--- config.mk ---
export PLATFORM = sky130hd
export DESIGN_NAME = mem_log_ctrl_flat
export DESIGN_NICKNAME = d
export VERILOG_FILES = /design/src/rtl/mem_log_pkg.sv /design/src/rtl/mem_log_ctrl_if.sv /design/src/rtl/mem_log_decim.sv /design/src/rtl/mem_log_ctrl.sv /design/src/flat_wrapper.sv
export SDC_FILE = /design/constraint.sdc
export NUM_CORES = 1
export LEC_CHECK = 0
export ABC_CLOCK_PERIOD_IN_PS = 4200
export BUFFER_PORTS_ARGS = -buffer_cell sky130_fd_sc_hd__clkbuf_2
export CAP_MARGIN = 40
export CORE_UTILIZATION = 25
export CTS_BUF_LIST = sky130_fd_sc_hd__clkbuf_8
export CTS_CLUSTER_DIAMETER = 100
export DETAILED_ROUTE_END_ITERATION = 8
export PLACE_DENSITY_LB_ADDON = 0.25
export RECOVER_POWER = 50
export SLEW_MARGIN = 20
export SYNTH_ARGS = -nofsm -noshare
export SYNTH_HDL_FRONTEND = slang
export SYNTH_SLANG_ARGS = --single-unit
--- constraint.sdc ---
create_clock -name clk -period 4.2 [get_ports clk]
set_input_delay 0.42 -clock clk [delete_from_list [all_inputs] [get_ports clk]]
set_output_delay 0.42 -clock clk [all_outputs]
set_load 0.02 [all_outputs]
--- src/rtl/mem_log_pkg.sv ---
// mem_log_pkg: shared constants for the sample-logging BRAM controller.
//   - FSM state encoding (legacy-compatible 2-bit localparams)
//   - default widths for the controller, its interface and sub-module
//   - host read latency (request to valid)
//   - host_owns(): which states give the BRAM port to the host
package mem_log_pkg;

    localparam logic [1:0] ST_IDLE    = 2'd0;
    localparam logic [1:0] ST_ARMED   = 2'd1;
    localparam logic [1:0] ST_CAPTURE = 2'd2;
    localparam logic [1:0] ST_FULL    = 2'd3;

    localparam int ADDR_WIDTH_DEF  = 15;
    localparam int DATA_WIDTH_DEF  = 16;
    localparam int DECIM_WIDTH_DEF = 8;

    // Request cycle -> address register -> BRAM output register.
    localparam int RD_LAT = 2;

    function automatic logic host_owns(input logic [1:0] st);
        return (st == ST_IDLE) || (st == ST_FULL);
    endfunction

endpackage

--- src/rtl/mem_log_ctrl_if.sv ---
// mem_log_ctrl_if: host read port plus the single BRAM port of the logger.
//   Host side : i_rd_req, i_rd_addr -> o_rd_data (32b, zero-extended), o_rd_valid
//   BRAM side : o_bram_addr, o_bram_we, o_bram_wdata -> i_bram_rdata (1-cycle latency)
// Modports: slave = the controller, master = host / BRAM environment.
interface mem_log_ctrl_if
    import mem_log_pkg::*;
#(
    parameter int ADDR_WIDTH = ADDR_WIDTH_DEF,
    parameter int DATA_WIDTH = DATA_WIDTH_DEF
) ();

    logic                  i_rd_req;
    logic [ADDR_WIDTH-1:0] i_rd_addr;
    logic [31:0]           o_rd_data;
    logic                  o_rd_valid;

    logic [ADDR_WIDTH-1:0] o_bram_addr;
    logic                  o_bram_we;
    logic [DATA_WIDTH-1:0] o_bram_wdata;
    logic [DATA_WIDTH-1:0] i_bram_rdata;

    modport slave (
        input  i_rd_req, i_rd_addr, i_bram_rdata,
        output o_rd_data, o_rd_valid, o_bram_addr, o_bram_we, o_bram_wdata
    );

    modport master (
        output i_rd_req, i_rd_addr, i_bram_rdata,
        input  o_rd_data, o_rd_valid, o_bram_addr, o_bram_we, o_bram_wdata
    );

endinterface

--- src/rtl/mem_log_decim.sv ---
// mem_log_decim: decimation counter for the capture stream.
//   clk, i_rst  : clock, synchronous active-high reset
//   i_valid     : sample strobe, already gated to the capture window
//   i_load      : start of a run; clears the counter so the first sample is kept
//   i_decim     : latched decimation factor (keep 1 of every i_decim+1)
//   o_keep      : combinational, high when the current valid sample is kept
module mem_log_decim
    import mem_log_pkg::*;
#(
    parameter int DECIM_WIDTH = DECIM_WIDTH_DEF
) (
    input  logic                   clk,
    input  logic                   i_rst,
    input  logic                   i_valid,
    input  logic                   i_load,
    input  logic [DECIM_WIDTH-1:0] i_decim,
    output logic                   o_keep
);

    logic [DECIM_WIDTH-1:0] cnt;

    assign o_keep = i_valid && (cnt == '0);

    always_ff @(posedge clk) begin
        if (i_rst || i_load) begin
            cnt <= '0;
        end else if (i_valid) begin
            cnt <= (cnt == '0) ? i_decim : cnt - 1'b1;
        end
    end

endmodule

--- src/rtl/mem_log_ctrl.sv ---
// mem_log_ctrl: sequencer and BRAM port arbiter for the sample logger.
// A rising edge on i_run_log latches i_decim and starts a capture of the
// decimated filter stream into the BRAM; when the last address is written
// the port is handed to the host's pipelined read interface (o_mem_full).
//   clk, i_rst       : clock, synchronous active-high reset
//   i_sample_valid   : filter strobe;  i_sample : filter sample
//   i_decim          : decimation factor, latched on the run edge
//   i_run_log        : run level, rising edge starts a capture
//   i_trigger        : capture trigger (only with LOG_TRIGGER_EN)
//   bus (slave)      : host read port and BRAM port
//   o_mem_full       : capture complete;  o_busy : armed or capturing
// Build option: define LOG_TRIGGER_EN to insert the ARMED state, which
// waits for i_trigger before capturing. Undefined, a run edge goes straight
// to CAPTURE and i_trigger is ignored.
module mem_log_ctrl
    import mem_log_pkg::*;
#(
    parameter int ADDR_WIDTH  = ADDR_WIDTH_DEF,
    parameter int DATA_WIDTH  = DATA_WIDTH_DEF,
    parameter int DECIM_WIDTH = DECIM_WIDTH_DEF
) (
    input  logic                   clk,
    input  logic                   i_rst,
    input  logic                   i_sample_valid,
    input  logic [DATA_WIDTH-1:0]  i_sample,
    input  logic [DECIM_WIDTH-1:0] i_decim,
    input  logic                   i_run_log,
    input  logic                   i_trigger,
    mem_log_ctrl_if.slave          bus,
    output logic                   o_mem_full,
    output logic                   o_busy
);

`ifdef LOG_TRIGGER_EN
    localparam logic [1:0] RUN_STATE = ST_ARMED;
`else
    localparam logic [1:0] RUN_STATE = ST_CAPTURE;
    logic unused_trigger;
    assign unused_trigger = i_trigger;
`endif

    logic [1:0]             state;
    logic                   run_d;
    logic                   run_edge;
    logic                   load;
    logic [DECIM_WIDTH-1:0] decim_lat;
    logic [ADDR_WIDTH-1:0]  wr_addr;
    logic                   full_pend;
    logic                   mem_full;
    logic                   cap_valid;
    logic                   keep;
    logic                   host_rd;

    logic                   bram_we_p0;
    logic [ADDR_WIDTH-1:0]  bram_addr_p0;
    logic [DATA_WIDTH-1:0]  bram_wdata_p0;
    logic [RD_LAT-1:0]      rd_vld_p;
    logic [RD_LAT-1:0]      rd_host_p;

    assign run_edge = i_run_log && !run_d;
    assign load     = run_edge && host_owns(state);

    // full_pend covers the cycle the last write is on the port: the state is
    // still CAPTURE (capture keeps the port) but no further sample may land.
    assign cap_valid = (state == ST_CAPTURE) && !full_pend && i_sample_valid;

    // Ownership is judged on the request cycle, so a read issued together
    // with a run edge in FULL still gets real BRAM data.
    assign host_rd = bus.i_rd_req && host_owns(state);

    mem_log_decim #(
        .DECIM_WIDTH (DECIM_WIDTH)
    ) u_decim (
        .clk     (clk),
        .i_rst   (i_rst),
        .i_valid (cap_valid),
        .i_load  (load),
        .i_decim (decim_lat),
        .o_keep  (keep)
    );

    always_ff @(posedge clk) begin
        if (i_rst) begin
            state     <= ST_IDLE;
            run_d     <= 1'b0;
            decim_lat <= '0;
            wr_addr   <= '0;
            full_pend <= 1'b0;
            mem_full  <= 1'b0;
        end else begin
            run_d <= i_run_log;
            case (state)
                ST_IDLE, ST_FULL: begin
                    if (run_edge) begin
                        decim_lat <= i_decim;
                        wr_addr   <= '0;
                        full_pend <= 1'b0;
                        mem_full  <= 1'b0;
                        state     <= RUN_STATE;
                    end
                end
`ifdef LOG_TRIGGER_EN
                ST_ARMED: begin
                    if (i_trigger) begin
                        state <= ST_CAPTURE;
                    end
                end
`endif
                ST_CAPTURE: begin
                    if (full_pend) begin
                        full_pend <= 1'b0;
                        mem_full  <= 1'b1;
                        state     <= ST_FULL;
                    end else if (keep) begin
                        wr_addr <= wr_addr + 1'b1;
                        if (&wr_addr) begin
                            full_pend <= 1'b1;
                        end
                    end
                end
                default: state <= ST_IDLE;
            endcase
        end
    end

    // ---- p0: registered BRAM port (capture write or host read address) ----
    always_ff @(posedge clk) begin
        if (i_rst) begin
            bram_we_p0    <= 1'b0;
            bram_addr_p0  <= '0;
            bram_wdata_p0 <= '0;
            rd_vld_p      <= '0;
            rd_host_p     <= '0;
        end else begin
            bram_we_p0 <= keep;
            if (keep) begin
                bram_addr_p0  <= wr_addr;
                bram_wdata_p0 <= i_sample;
            end else if (host_rd) begin
                bram_addr_p0 <= bus.i_rd_addr;
            end
            // ---- p1: BRAM output; valid/ownership travel alongside ----
            rd_vld_p  <= {rd_vld_p[RD_LAT-2:0], bus.i_rd_req};
            rd_host_p <= {rd_host_p[RD_LAT-2:0], host_rd};
        end
    end

    assign bus.o_bram_we    = bram_we_p0;
    assign bus.o_bram_addr  = bram_addr_p0;
    assign bus.o_bram_wdata = bram_wdata_p0;

    // Requests made while capture owned the port return zero data.
    assign bus.o_rd_valid = rd_vld_p[RD_LAT-1];
    assign bus.o_rd_data  = rd_host_p[RD_LAT-1] ? 32'(bus.i_bram_rdata) : 32'd0;

    assign o_mem_full = mem_full;
    assign o_busy     = (state == ST_ARMED) || (state == ST_CAPTURE);

endmodule

--- src/flat_wrapper.sv ---
// flat-port wrapper written by rule: the top's interface ports become plain ports
module mem_log_ctrl_flat import mem_log_pkg::*;
#(
    parameter int ADDR_WIDTH  = ADDR_WIDTH_DEF,
    parameter int DATA_WIDTH  = DATA_WIDTH_DEF,
    parameter int DECIM_WIDTH = DECIM_WIDTH_DEF
)
  (clk, i_rst, i_sample_valid, i_sample, i_decim, i_run_log, i_trigger, o_mem_full, o_busy, bus_i_rd_req, bus_i_rd_addr, bus_i_bram_rdata, bus_o_rd_data, bus_o_rd_valid, bus_o_bram_addr, bus_o_bram_we, bus_o_bram_wdata);
  mem_log_ctrl_if #(.ADDR_WIDTH(ADDR_WIDTH), .DATA_WIDTH(DATA_WIDTH)) bus_i ();
  input  logic clk;
  input  logic i_rst;
  input  logic i_sample_valid;
  input  logic [DATA_WIDTH-1:0] i_sample;
  input  logic [DECIM_WIDTH-1:0] i_decim;
  input  logic i_run_log;
  input  logic i_trigger;
  output logic o_mem_full;
  output logic o_busy;
  input wire logic [$bits(bus_i.i_rd_req)-1:0] bus_i_rd_req;
  input wire logic [$bits(bus_i.i_rd_addr)-1:0] bus_i_rd_addr;
  input wire logic [$bits(bus_i.i_bram_rdata)-1:0] bus_i_bram_rdata;
  output wire logic [$bits(bus_i.o_rd_data)-1:0] bus_o_rd_data;
  output wire logic [$bits(bus_i.o_rd_valid)-1:0] bus_o_rd_valid;
  output wire logic [$bits(bus_i.o_bram_addr)-1:0] bus_o_bram_addr;
  output wire logic [$bits(bus_i.o_bram_we)-1:0] bus_o_bram_we;
  output wire logic [$bits(bus_i.o_bram_wdata)-1:0] bus_o_bram_wdata;
  assign bus_i.i_rd_req = bus_i_rd_req;
  assign bus_i.i_rd_addr = bus_i_rd_addr;
  assign bus_i.i_bram_rdata = bus_i_bram_rdata;
  assign bus_o_rd_data = bus_i.o_rd_data;
  assign bus_o_rd_valid = bus_i.o_rd_valid;
  assign bus_o_bram_addr = bus_i.o_bram_addr;
  assign bus_o_bram_we = bus_i.o_bram_we;
  assign bus_o_bram_wdata = bus_i.o_bram_wdata;
  mem_log_ctrl #(.ADDR_WIDTH(ADDR_WIDTH), .DATA_WIDTH(DATA_WIDTH), .DECIM_WIDTH(DECIM_WIDTH)) u_core (.clk(clk), .i_rst(i_rst), .i_sample_valid(i_sample_valid), .i_sample(i_sample), .i_decim(i_decim), .i_run_log(i_run_log), .i_trigger(i_trigger), .bus(bus_i), .o_mem_full(o_mem_full), .o_busy(o_busy));
endmodule
; Word level (Yosys, flattened, before mapping)
; Index checks and enable logic that the tools add are counted.
[word_totals]
out_inout_bits = 67
inputBits = 61
ff_bits = 72
[classes]
eq_ne = 7
muxes = 18
add_sub_neg = 2
reduce_logical = 22
[op_table]
columns = op, count
row1 = 15-bit two-way mux, 5
row2 = 15-bit case mux with 2 select lines, 1
row3 = 16-bit two-way mux, 1
row4 = 15-bit by 1-bit adder with 15-bit output (second input constant), 1
row5 = 15-bit AND reduction, 1
row6 = 8-bit logical NOT, 1
row7 = 8-bit two-way mux, 1
row8 = 8-bit by 1-bit subtractor with 8-bit output (second input constant), 1
row9 = 1-bit logical AND, 6
row10 = 2-bit by 1-bit inequality test with 1-bit output (second input constant), 3
row11 = 2-bit AND reduction, 3
row12 = 1-bit two-way mux, 5
row13 = 2-bit == test (second input constant), 2
row14 = 2-bit two-way mux, 2
row15 = 1-bit case mux with 2 select lines, 2
row16 = 2-bit case mux with 2 select lines, 1
row17 = 4-bit AND reduction, 1
row18 = 2-bit nonzero test, 2
row19 = 1-bit logical OR, 3
row20 = 3-bit AND reduction, 1
row21 = 2-bit by 1-bit == test with 1-bit output (second input constant), 1
row22 = 1-bit logical NOT, 2
row23 = 2-bit logical NOT, 1
row24 = 2-bit inequality test (second input constant), 1
row25 = 2-bit OR reduction, 1

; Logic depth before layout (Yosys ltp)
[depth]
word_depth = 7
ltp_mapped = 8

; Modules after synthesis
; From an unflattened synthesis, not the netlist that was laid out.
[hier_totals]
cells_unflattened = 394
hier_area_um2 = 3458.3
[by_module_without_submodules]
columns = mod, instances, cells_each, area_each_um2
row1 = mem_log_ctrl, 1, 335, 2950.3
row2 = mem_log_decim, 1, 59, 508.0

; Worst setup path before layout
; No wires, ideal clock.
[synth_path]
kind = reg2reg
startpoint = register u_core.state[0]
endpoint = register u_core.wr_addr[14]
t_arrival_ns = 1.782
path_stages_with_launch = 9
setup_ns = 0.132
synth_period_minus_slack_ns = 1.914
required_time_ns = 4.068
slack_ns = 2.286
path_cell_list = dfxtp_1 > inv_1 > ha_1 > and3b_1 > clkbuf_1 > a31oi_2 > clkbuf_1 > o41ai_1 > a21oi_1
[synth_between]
elab_chain_cells = 6
[synth_lines]
columns = element, line_no
row1 = from (decl), mem_log_ctrl.sv:42  ; logic [1:0] state;
row2 = from (signal assigned), mem_log_ctrl.sv:84  ; state <= ST_IDLE;
row3 = from (signal assigned), mem_log_ctrl.sv:99  ; state <= RUN_STATE;
row4 = from (signal assigned), mem_log_ctrl.sv:113  ; state <= ST_FULL;
row5 = 2-bit == test, "mem_log_ctrl.sv:65, mem_log_ctrl.sv:92"
row6 = 1-bit logical AND (2 in a row), mem_log_ctrl.sv:65  ; assign cap_valid = (state == ST_CAPTURE) && !full_pend && i_sample_valid;
row7 = 1-bit logical AND, mem_log_decim.sv:22  ; assign o_keep = i_valid && (cnt == '0);
row8 = 2-bit by 1-bit inequality test with 1-bit output (no line), --
row9 = 4-bit AND reduction (no line), --
row10 = to (signal assigned), mem_log_ctrl.sv:115  ; wr_addr <= wr_addr + 1'b1;
row11 = to (decl), mem_log_ctrl.sv:47  ; logic [ADDR_WIDTH-1:0] wr_addr;
; Parallel ways exist; a longest one is shown, timed or not.
; A chain may end at the register's enable or synchronous reset.

; Worst setup path after layout
[layout_path]
startpoint = register u_core.u_decim.cnt[0]
endpoint = register u_core.wr_addr[0]
[layout_between]
elab_chain_cells = 4
[layout_lines]
columns = element, line_no
row1 = from (decl), mem_log_decim.sv:20  ; logic [DECIM_WIDTH-1:0] cnt;
row2 = from (signal assigned), mem_log_decim.sv:28  ; cnt <= (cnt == '0) ? i_decim : cnt - 1'b1;
row3 = 8-bit logical NOT, mem_log_decim.sv:22
row4 = 1-bit logical AND, mem_log_decim.sv:22
row5 = 2-bit by 1-bit inequality test with 1-bit output (no line), --
row6 = 4-bit AND reduction (no line), --
; Every way passes these cells.

==> flow_metrics.env <==
export IMPL_rows=42
export IMPL_core_um2=13200
export IMPL_track_usage=0.133
export IMPL_max_stage_delay_ns=0.51
export IMPL_fp_dieH_um=118
export IMPL_finalSetupTns_ns=0
export IMPL_power_leakage_nw=1.60
export IMPL_clock_skew_ns=0.00912
export IMPL_ys_seq_elements=72
export IMPL_fillers=1472
export IMPL_htree_levels=3
export IMPL_grt_pass1_wl_um=14900
export IMPL_crit_buf_inv=2
export IMPL_cp_max_fo=36
export IMPL_cp_cell_sequence="inv_1 -> ha_1 -> nor3b_2 -> nand3_2 -> buf_4 -> or3_1 -> a21oi_1"
export IMPL_max_freq_ghz=0.386
export IMPL_cts_max_path_buffers=2
export IMPL_route_met2_wl_um=4290
export IMPL_place_gp_congestion=0.750
export IMPL_tightest_slew_ns=1.61
export IMPL_finalMaxSlewViolations=36
export IMPL_numCtsBuffers=9
export IMPL_startpoint_type="flip-flop"
export IMPL_maxCapViolCount=1
export IMPL_crit_family="simple AND/OR/NAND/NOR gates"
export IMPL_antenna_found_initial=0
export IMPL_cts_resized=0
export IMPL_crit_path_end_kind="flip-flop"
export IMPL_slew_headroom=-0.0728
export IMPL_synth_fa_ha_area_frac=0.0186
export IMPL_area_delta_synth_final_pct=23.9
export IMPL_hold_violations=0
export IMPL_rsz0062_at_grt="false"
export IMPL_root_buffer="clkbuf_8"
export IMPL_initial_core_util=0.255
export IMPL_drc_errors=0
export IMPL_numPortBuffers=110
export IMPL_ir_drop_uv=186
export IMPL_grt_pass1_vias=3076
export IMPL_layout_min_cycle_time_ns=2.59
export IMPL_crit_arrival_ns=2.88
export IMPL_routed_wl_met3_um=474
export IMPL_design_die_area_um2=13900
export IMPL_synth_mux_area_frac=0.0119
export IMPL_cp_slowest_cell="nor3b_2"
export IMPL_topRoutingLayerUsed="met4"
export IMPL_status="complete, but fails checks"
export IMPL_cts_tree="built"
export IMPL_worst_skew_pair_late_latency_ns=0.36
export IMPL_crit_required_ns=4.49
export IMPL_synthDistinctLibCells=47
export IMPL_dr_total_vias=3228
export IMPL_ant_nets=0
export IMPL_drt_iter0_drc=119
export IMPL_drtPass1Iterations=4
export IMPL_clock_sinks=72
export IMPL_synth_compound_area_frac=0.185
export IMPL_die_w_um=118
export IMPL_layout_nets=578
export IMPL_io_pins=128
export IMPL_avgSynthCellArea_um2=8.15
export IMPL_synth_xor_area_share=0.00260
export IMPL_hp_class="in -> reg"
export IMPL_post_cts_buffers=0
export IMPL_powerDensity_nw_per_um2=483
export IMPL_setup_viol=0
export IMPL_dp_hpwl_um=6360
export IMPL_worstSetupPathType="reg -> reg"
export IMPL_synth_top_family_by_area="simple AND/OR/NAND/NOR gates"
export IMPL_overflow=0
export IMPL_syn_area_um2=3370
export IMPL_synthSimpleGateAreaFrac=0.276
export IMPL_viasPerCell=4.66
export IMPL_failed_checks="max-capacitance violations, max-slew violations"
export IMPL_wire_per_inst_um=12.9
export IMPL_syn_inst=413
export IMPL_grt_max_degree=37
export IMPL_routed_wl_um=8910
export IMPL_insertedDiodeCount=0
export IMPL_yosys_warnings=0
export IMPL_layout_drive_gt1_share=0.191
export IMPL_timing_final_crit_share=0.617
export IMPL_met1_length_um=4000
export IMPL_p_total_mw=2.01
export IMPL_clk_pin_slew_ns=0.08
export IMPL_cts_hold_fix_buffers=0
export IMPL_yosysSeqAreaShare=0.428
==> worst register-to-register path: stages, from the launching register on <==
cell and delay [ns]:
dfxtp_1 0.33, inv_1 0.10, ha_1 0.22, nor3b_2 0.51
nand3_2 0.44, buf_4 0.41, or3_1 0.38, a21oi_1 0.14
==> final timing paths <==
kind                                 startpoint                                  endpoint  slack, ns  cells after the start
min                                i_sample[11]  u_core.bus.o_bram_wdata[11]$_SDFFE_PP0P_       0.27                      3
max          u_core.u_decim.cnt[0]$_SDFFE_PP0P_            u_core.wr_addr[0]$_SDFFE_PP0P_       1.61                      7
max reg2reg  u_core.u_decim.cnt[0]$_SDFFE_PP0P_            u_core.wr_addr[0]$_SDFFE_PP0P_       1.61                      7
min reg2reg       u_core.rd_vld_p[0]$_SDFF_PP0_             u_core.rd_vld_p[1]$_SDFF_PP0_       0.45                      1
==> cell type report <==
cell class | count | area (um^2) | area share
well taps | 176 | 220 | 0.0528
repair buffers | 115 | 537 | 0.129
clock inverters | 6 | 67.6 | 0.0162
inverters | 10 | 37.5 | 0.00900
multi-input cells | 304 | 1730 | 0.414
flip-flops and latches | 72 | 1440 | 0.346
clock buffers | 10 | 138 | 0.0330
==> cell usage in the layout (no fill, tap or decap), types with 4 or more instances in the layout <==
master and n:
ha_1 5, nand3_1 28, and2_1 6, buf_4 4, o31ai_1 8, a21oi_1 47, a311oi_1 17, o21ai_0 8
clkbuf_8 10, mux2i_1 4, clkbuf_1 41, nor2_1 26, conb_1 16, inv_1 10, clkbuf_2 69, nand2_1 68
and2_0 11, dfxtp_1 72, nand4b_1 4, nor2b_1 5, or4_1 8
==> registers in the layout (all words and copies together), names as in the netlist <==
signal / cells
u_core.wr_addr: 15
u_core.rd_vld_p: 2
u_core.decim_lat: 8
u_core.bus.o_bram_we: 1
u_core.o_mem_full: 1
u_core.bus.o_bram_wdata: 16
u_core.full_pend: 1
u_core.rd_host_p: 2
u_core.u_decim.cnt: 8
u_core.run_d: 1
u_core.state: 2
u_core.bus.o_bram_addr: 15
==> metrics by stage <==
stage | area (um^2) | worst slack [ns] | hold slack (ns) | util | std cells
CTS | 4210 | 1.60 | 0.251 | 0.319 | 692
global route | 4170 | 1.38 | 0.261 | 0.316 | 693
floorplan | 3420 | 2.29 | 0.414 | - | 428
global placement | 4010 | 1.66 | 0.429 | 0.304 | 676
detailed placement | 4010 | 1.65 | 0.436 | 0.304 | 676
finish | 4170 | 1.61 | 0.274 | 0.316 | 693
==> synthesized netlist by cell type, drive strengths merged <==
cell type   n  area (um^2)
nand2b      2         12.5
xnor2       1         8.76
nor3b       1         12.5
nand3b      2         15.0
clkbuf     23         86.3
dfxtp      72         1440
nand4b      4         35.0
o41ai       1         8.76
mux2i       4         40.0
and4        2         17.5
and3        2         12.5
a31o        1         8.76
nand2      68          255
o211ai      2         15.0
or4b        1         10.0
and3b       1         8.76
nor2       26         97.6
a41oi       2         17.5
inv        10         37.5
conb        1         3.75
nor4        2         27.5
buf        19          134
o31ai       9         72.6
ha          5         62.6
nor3        4         25.0
a311oi     17          149
or3         3         18.8
a31oi       2         18.8
or3b        1         8.76
and2       17          106
a211oi      3         22.5
nand4       3         18.8
a21oi      47          235
o21ai       8         40.0
o211a       1         10.0
nor2b       5         31.3
nand3      29          145
a21o        2         15.0
a2bb2oi     1         8.76
or4         9         71.3
==> cells by family (layout without fill, tap and decap cells) <==
kind of cell,count (synthesis),after routing
AOI/OAI and AO/OA,96,96
and+or+nand+nor,182,182
muxes,4,4
other,1,16
buffers and inverters,52,141
xor gates and xnor gates,1,1
DFF,72,72
adders and majority gates,5,5
==> power breakdown <==
group | total, mW | internal [mW] | switching [mW]
clock | 0.570 | 0.292 | 0.277
sequential | 0.817 | 0.764 | 0.0528
combinational | 0.628 | 0.189 | 0.439
total | 2.01 | 1.25 | 0.769
==> layer usage <==
metal,up-vias,global-route usage
li1,1635,-
met1,1500,0.156
met2,82,0.226
met3,11,0.0504
met4,0,0.0385
met5,-,0
No activity file was read; power rests on OpenSTA's default activity.
